[config.mk]
export PLATFORM = sky130hd
export DESIGN_NAME = multicycle_control
export DESIGN_NICKNAME = d
export VERILOG_FILES = /design/src/rtl/rv_defs_pkg.sv /design/src/rtl/multicycle_control.sv
export SDC_FILE = /design/constraint.sdc
export NUM_CORES = 1
export LEC_CHECK = 0
export BUFFER_PORTS_ARGS = -buffer_cell sky130_fd_sc_hd__buf_2
export CORE_ASPECT_RATIO = 0.8
export CORE_MARGIN = 2
export CORE_UTILIZATION = 49
export DETAILED_ROUTE_END_ITERATION = 10
export GPL_ROUTABILITY_DRIVEN = 0
export PLACE_DENSITY = 0.76
export SLEW_MARGIN = 20
export SYNTH_ARGS = -nofsm -noshare
export SYNTH_HDL_FRONTEND = slang
export SYNTH_SLANG_ARGS = --single-unit
[constraint.sdc]
create_clock -name clk -period 2.48 [get_ports clk]
set_input_delay 0 -clock clk [delete_from_list [all_inputs] [get_ports clk]]
set_output_delay 0 -clock clk [all_outputs]
set_load 0.02 [all_outputs]
[src/rtl/rv_defs_pkg.sv]
// Shared RV32I opcode, control-bundle and FSM-state definitions.
// Used by the multicycle controller and by the ALU control block.
package rv_defs;

    localparam logic [6:0] OP_LUI    = 7'b0110111;
    localparam logic [6:0] OP_AUIPC  = 7'b0010111;
    localparam logic [6:0] OP_JAL    = 7'b1101111;
    localparam logic [6:0] OP_JALR   = 7'b1100111;
    localparam logic [6:0] OP_BRANCH = 7'b1100011;
    localparam logic [6:0] OP_LOAD   = 7'b0000011;
    localparam logic [6:0] OP_STORE  = 7'b0100011;
    localparam logic [6:0] OP_IMM    = 7'b0010011;
    localparam logic [6:0] OP_REG    = 7'b0110011;
    localparam logic [6:0] OP_FENCE  = 7'b0001111;
    localparam logic [6:0] OP_SYSTEM = 7'b1110011;

    localparam logic [6:0] ALU_ADD   = 7'b0000011;

    localparam logic [2:0] S_FETCH  = 3'd0;
    localparam logic [2:0] S_DECODE = 3'd1;
    localparam logic [2:0] S_EXEC   = 3'd2;
    localparam logic [2:0] S_MEM    = 3'd3;
    localparam logic [2:0] S_WB     = 3'd4;
    localparam logic [2:0] S_HALT   = 3'd5;

    localparam logic [1:0] WB_ALU = 2'd0;
    localparam logic [1:0] WB_MDR = 2'd1;
    localparam logic [1:0] WB_PC4 = 2'd2;
    localparam logic [1:0] WB_IMM = 2'd3;

    localparam logic [1:0] PC_SEQ = 2'd0;
    localparam logic [1:0] PC_REL = 2'd1;
    localparam logic [1:0] PC_ABS = 2'd2;

    typedef struct packed {
        logic       ir_write;
        logic       i_or_d;
        logic       mem_read;
        logic       mem_write;
        logic       alu_src_a;
        logic       alu_src_b;
        logic [6:0] alu_op;
        logic       reg_write;
        logic [1:0] mem_to_reg;
        logic       pc_write;
        logic [1:0] pc_src;
        logic       is_halted;
    } ctrl_t;

    function automatic logic is_rv32i(input logic [6:0] op);
        case (op)
            OP_LUI, OP_AUIPC, OP_JAL, OP_JALR, OP_BRANCH, OP_LOAD,
            OP_STORE, OP_IMM, OP_REG, OP_FENCE, OP_SYSTEM: return 1'b1;
            default: return 1'b0;
        endcase
    endfunction

endpackage

[src/rtl/multicycle_control.sv]
// Multicycle RV32I control FSM: FETCH/DECODE/EXEC/MEM/WB/HALT with
// memory-ready stalls and a retired-instruction counter.
module multicycle_control
    import rv_defs::*;
#(
    parameter int CNT_W = 32
) (
    input  logic             clk,
    input  logic             reset,
    input  logic [6:0]       opcode,
    input  logic             bcond,
    input  logic             mem_ready,
    output logic             ir_write,
    output logic             i_or_d,
    output logic             mem_read,
    output logic             mem_write,
    output logic             alu_src_a,
    output logic             alu_src_b,
    output logic [6:0]       alu_op,
    output logic             reg_write,
    output logic [1:0]       mem_to_reg,
    output logic             pc_write,
    output logic [1:0]       pc_src,
    output logic             is_halted,
    output logic             illegal,
    output logic [CNT_W-1:0] num_inst
);

    logic [2:0] state;
    logic [2:0] state_nx;
    logic       illegal_q;
    logic       set_illegal;
    ctrl_t      c;

    logic is_ld, is_st, is_br, is_jal, is_jalr, is_lui;
    assign is_ld   = (opcode == OP_LOAD);
    assign is_st   = (opcode == OP_STORE);
    assign is_br   = (opcode == OP_BRANCH);
    assign is_jal  = (opcode == OP_JAL);
    assign is_jalr = (opcode == OP_JALR);
    assign is_lui  = (opcode == OP_LUI);

    always_ff @(posedge clk or posedge reset) begin
        if (reset) begin
            state     <= S_FETCH;
            num_inst  <= '0;
            illegal_q <= 1'b0;
        end else begin
            state <= state_nx;
            if (c.pc_write)
                num_inst <= num_inst + CNT_W'(1);
            if (set_illegal)
                illegal_q <= 1'b1;
        end
    end

    always_comb begin
        c           = '0;
        c.alu_op    = ALU_ADD;
        state_nx    = state;
        set_illegal = 1'b0;
        case (state)
            S_FETCH: begin
                c.mem_read = 1'b1;
                if (mem_ready) begin
                    c.ir_write = 1'b1;
                    state_nx   = S_DECODE;
                end
            end
            S_DECODE: begin
                if (opcode == OP_SYSTEM) begin
                    state_nx = S_HALT;
                end else if (!is_rv32i(opcode)) begin
                    state_nx    = S_HALT;
                    set_illegal = 1'b1;
                end else if (is_lui || is_jal) begin
                    state_nx = S_WB;
                end else begin
                    state_nx = S_EXEC;
                end
            end
            S_EXEC: begin
                c.alu_op    = opcode;
                c.alu_src_a = (opcode == OP_AUIPC);
                c.alu_src_b = !(opcode == OP_REG || is_br);
                if (is_br) begin
                    c.pc_write = 1'b1;
                    c.pc_src   = bcond ? PC_REL : PC_SEQ;
                    state_nx   = S_FETCH;
                end else if (is_ld || is_st) begin
                    state_nx = S_MEM;
                end else begin
                    state_nx = S_WB;
                end
            end
            S_MEM: begin
                c.i_or_d    = 1'b1;
                c.mem_write = is_st;
                c.mem_read  = !is_st;
                if (mem_ready) begin
                    if (is_st) begin
                        c.pc_write = 1'b1;
                        c.pc_src   = PC_SEQ;
                        state_nx   = S_FETCH;
                    end else begin
                        state_nx = S_WB;
                    end
                end
            end
            S_WB: begin
                c.reg_write = 1'b1;
                c.pc_write  = 1'b1;
                state_nx    = S_FETCH;
                unique case (1'b1)
                    is_ld:             c.mem_to_reg = WB_MDR;
                    is_jal || is_jalr: c.mem_to_reg = WB_PC4;
                    is_lui:            c.mem_to_reg = WB_IMM;
                    default:           c.mem_to_reg = WB_ALU;
                endcase
                unique case (1'b1)
                    is_jal:  c.pc_src = PC_REL;
                    is_jalr: c.pc_src = PC_ABS;
                    default: c.pc_src = PC_SEQ;
                endcase
            end
            S_HALT: begin
                c.is_halted = 1'b1;
            end
            default: begin
                state_nx = S_FETCH;
            end
        endcase
        // Reset must silence every strobe combinationally, not at the next edge.
        if (reset) begin
            c           = '0;
            c.alu_op    = ALU_ADD;
            state_nx    = S_FETCH;
            set_illegal = 1'b0;
        end
    end

    assign ir_write   = c.ir_write;
    assign i_or_d     = c.i_or_d;
    assign mem_read   = c.mem_read;
    assign mem_write  = c.mem_write;
    assign alu_src_a  = c.alu_src_a;
    assign alu_src_b  = c.alu_src_b;
    assign alu_op     = c.alu_op;
    assign reg_write  = c.reg_write;
    assign mem_to_reg = c.mem_to_reg;
    assign pc_write   = c.pc_write;
    assign pc_src     = c.pc_src;
    assign is_halted  = c.is_halted;
    assign illegal    = illegal_q;

endmodule

==> impl_metrics.py <==
metrics = {
    "run_status": {
        "status": "finished, final reports clean",
    },
    "detailed_routing": {
        "wire_per_inst_um": 13.89,
        "vias": 1932,
        "drcViolationCount": 0,
        "ant_nets": 0,
        "drt-initial-drc-count": 113,
        "wl_mm": 4.889,
        "dr.pass1.iters": 4,
        "via_per_inst": 5.489,
    },
    "final_layout": {
        "diodes": 0,
        "final_cell_mix": "buf_2 (63), dfrtp_1 (36), xnor2_1 (22), nand2_1 (17), nor2_1 (15)",
        "area.growth.synth_to_final_pct": 23.44,
        "n_fill_cell": 378,
        "final_common_cell": "buf_2",
        "layout.nets": 306,
        "drive_gt1_frac": 0.2915,
        "final_core_util": 0.6301,
    },
    "job": {
        "drv_cap": 0,
    },
    "sta": {
        "fin_worst_skew_ps": 6.906,
        "min_period_over_period": 0.9114,
        "setup_violations": 0,
        "rsz0062_at_grt": "false",
        "period_needed_ps": 2260,
        "finalHoldViolations": 0,
        "worstMarginPinSlew_ps": 484.5,
        "setup_ws_ps": 219.7,
        "setup_tns_ps": 0,
        "fmax_mhz": 442.4,
        "relSlewSlack": 0.6764,
        "drv_slew": 0,
        "finalHoldWorstSlack_ps": 184.2,
    },
    "logic_synthesis": {
        "syn_avg_cell_area_um2": 9.453,
        "ys_seq_area_frac": 0.4198,
        "syn_inst": 227,
        "synth_edf_count": 0,
        "synth_fp_nets": 239,
        "ys.flop_type": "dfrtp_1",
        "async_flop_share": 1.000,
        "synth_warnings": 0,
        "ys_ff_latch": 36,
        "synth.cell_area_um2": 2146,
        "yosys.cell_types.count": 50,
    },
    "floorplanning": {
        "die_h_um": 63.19,
        "row_count": 21,
        "die_area_um2": 4928,
        "initial_core_util": 0.5104,
        "die_w_um": 77.99,
        "ioPinCount": 64,
        "core_area_um2": 4204,
    },
    "power": {
        "p_leak_uw": 0.001339,
        "total_power_uw": 1380,
        "p_per_area_nw_per_um2": 520.9,
        "max-vdd-ir-drop_uv": 478.6,
    },
    "global_route": {
        "grt_pass1_vias": 1797,
        "grt_pass1_wl_mm": 8.418,
        "grt_max_degree": 37,
        "grt_overflow": 0,
        "antenna_found_initial": 0,
        "grt_usage": 0.2140,
    },
    "cts": {
        "cts_tree": "yes",
        "cts_buffers": 5,
        "clk-insertion-delay-late_ps": 280,
        "cts.clk_slew.worst_paths_ps": 70,
        "htreeDepth": 2,
        "cts_sinks": 36,
        "postCtsSetupBuffers": 0,
        "root_buffer": "clkbuf_8",
        "cts.path.max_buffers": 2,
    },
    "critical_path": {
        "ff2ff_setup_slack_ps": 220,
        "slowest_delay_ps": 480,
        "crit_path_end_kind": "flip-flop",
        "criticalPathCategory": "flip-flop to flip-flop",
        "crit_chain": "or4b_1 -> a2111o_1 -> a21oi_2 -> nand4_1 -> xnor2_1",
        "required_ps": 2650,
        "crit_family": "compound AO/OA/AOI/OAI gates",
        "crit_path_start_kind": "flip-flop",
        "crit_buf_inv": 0,
        "cp_data_arrival_time_ps": 2430,
        "worst_path_max_delay_cell": "or4b_1",
        "cp_max_fo": 9,
    },
    "placement": {
        "place_ws_ps": 219.9,
        "port_buffers": 63,
        "hpwlAfterDp_mm": 3.563,
    },
    "worst_hold_path": {
        "min_path_type": "input port to flip-flop",
    },
}
flip-flops by register name (all words and copies together) (netlist names):
name / cells
num_inst: 32
state: 3
illegal: 1
layer usage:
metal,part of all wire,up-vias,GRT usage
met5,0,-,0
met4,0.012,0,0.08333
met3,0.064,7,0.05158
met2,0.44,71,0.3071
met1,0.49,908,0.3117
li1,-,946,-
worst min-delay path: stages:
cell     delay (ps)
buf_2           100
nand2_1          50
nor3_1          170
o32ai_1          90
layout make-up:
class,instances,area (um2),area share
Timing Repair Buffer,72,387.9,0.1464
Sequential cell,36,900.9,0.3401
Multi-Input combinational cell,172,1155,0.4360
Clock inverter,2,35.03,0.01323
Tap cell,57,71.32,0.02692
Inverter,7,26.28,0.009920
Clock buffer,6,72.57,0.02740
synth_stat cells, types with 5 or more instances:
cell type	number	area (um2)
dfrtp_1	36	900.9
nand3_1	11	55.05
and3_1	13	81.33
and4_1	5	43.79
o21ai_0	5	25.02
clkbuf_1	7	26.28
xor2_1	10	87.58
nor2_1	15	56.30
nor3_1	5	25.02
nand2b_1	7	43.79
nand2_1	18	67.56
inv_1	7	26.28
nand4_1	12	75.07
a21oi_1	8	40.04
xnor2_1	22	192.7
path summary, 6_finish.rpt:
check | from | cells past startpoint | endpoint
worst max-delay path | state[2] | 5 | num_inst[24]
worst min-delay path | opcode[0] | 4 | state[2]
worst max register to register | state[2] | 5 | num_inst[24]
worst min register to register | num_inst[31] | 1 | num_inst[31]
max in group asynchronous | reset | 4 | num_inst[10]
min in group asynchronous | reset | 4 | num_inst[27]
power by group:
| part | internal, uW | switching (uW) | total (uW) |
|---|---|---|---|
| sequential | 619 | 40.9 | 660 |
| combinational | 83.6 | 139 | 222 |
| clock | 298 | 199 | 497 |
| total | 1000 | 378 | 1380 |
what timing repair did:
item	4_1_cts	5_1_grt
setup endpoints to repair	0	1
hold buffers	2	0
resized for setup	0	1
hold endpoints to repair	37	0
stage by stage:
step                      instances  instance area [um2]
final                           352                 2649
after global routing            352                 2649
after CTS                       352                 2646
after detailed placement        342                 2519
after global placement          342                 2519
after floorplan                 227                 2146
cell families after synthesis:
logic type	share of synthesized area
AND/OR/NAND/NOR	0.2985
flip-flops	0.4198
adder cells (fa/ha/maj)	0.005830
buffers and inverters	0.04315
AO/OA/AOI/OAI	0.09214
XOR/XNOR	0.1306
multiplexers	0.009912
Note: power is estimated with default switching activity, not from simulation.
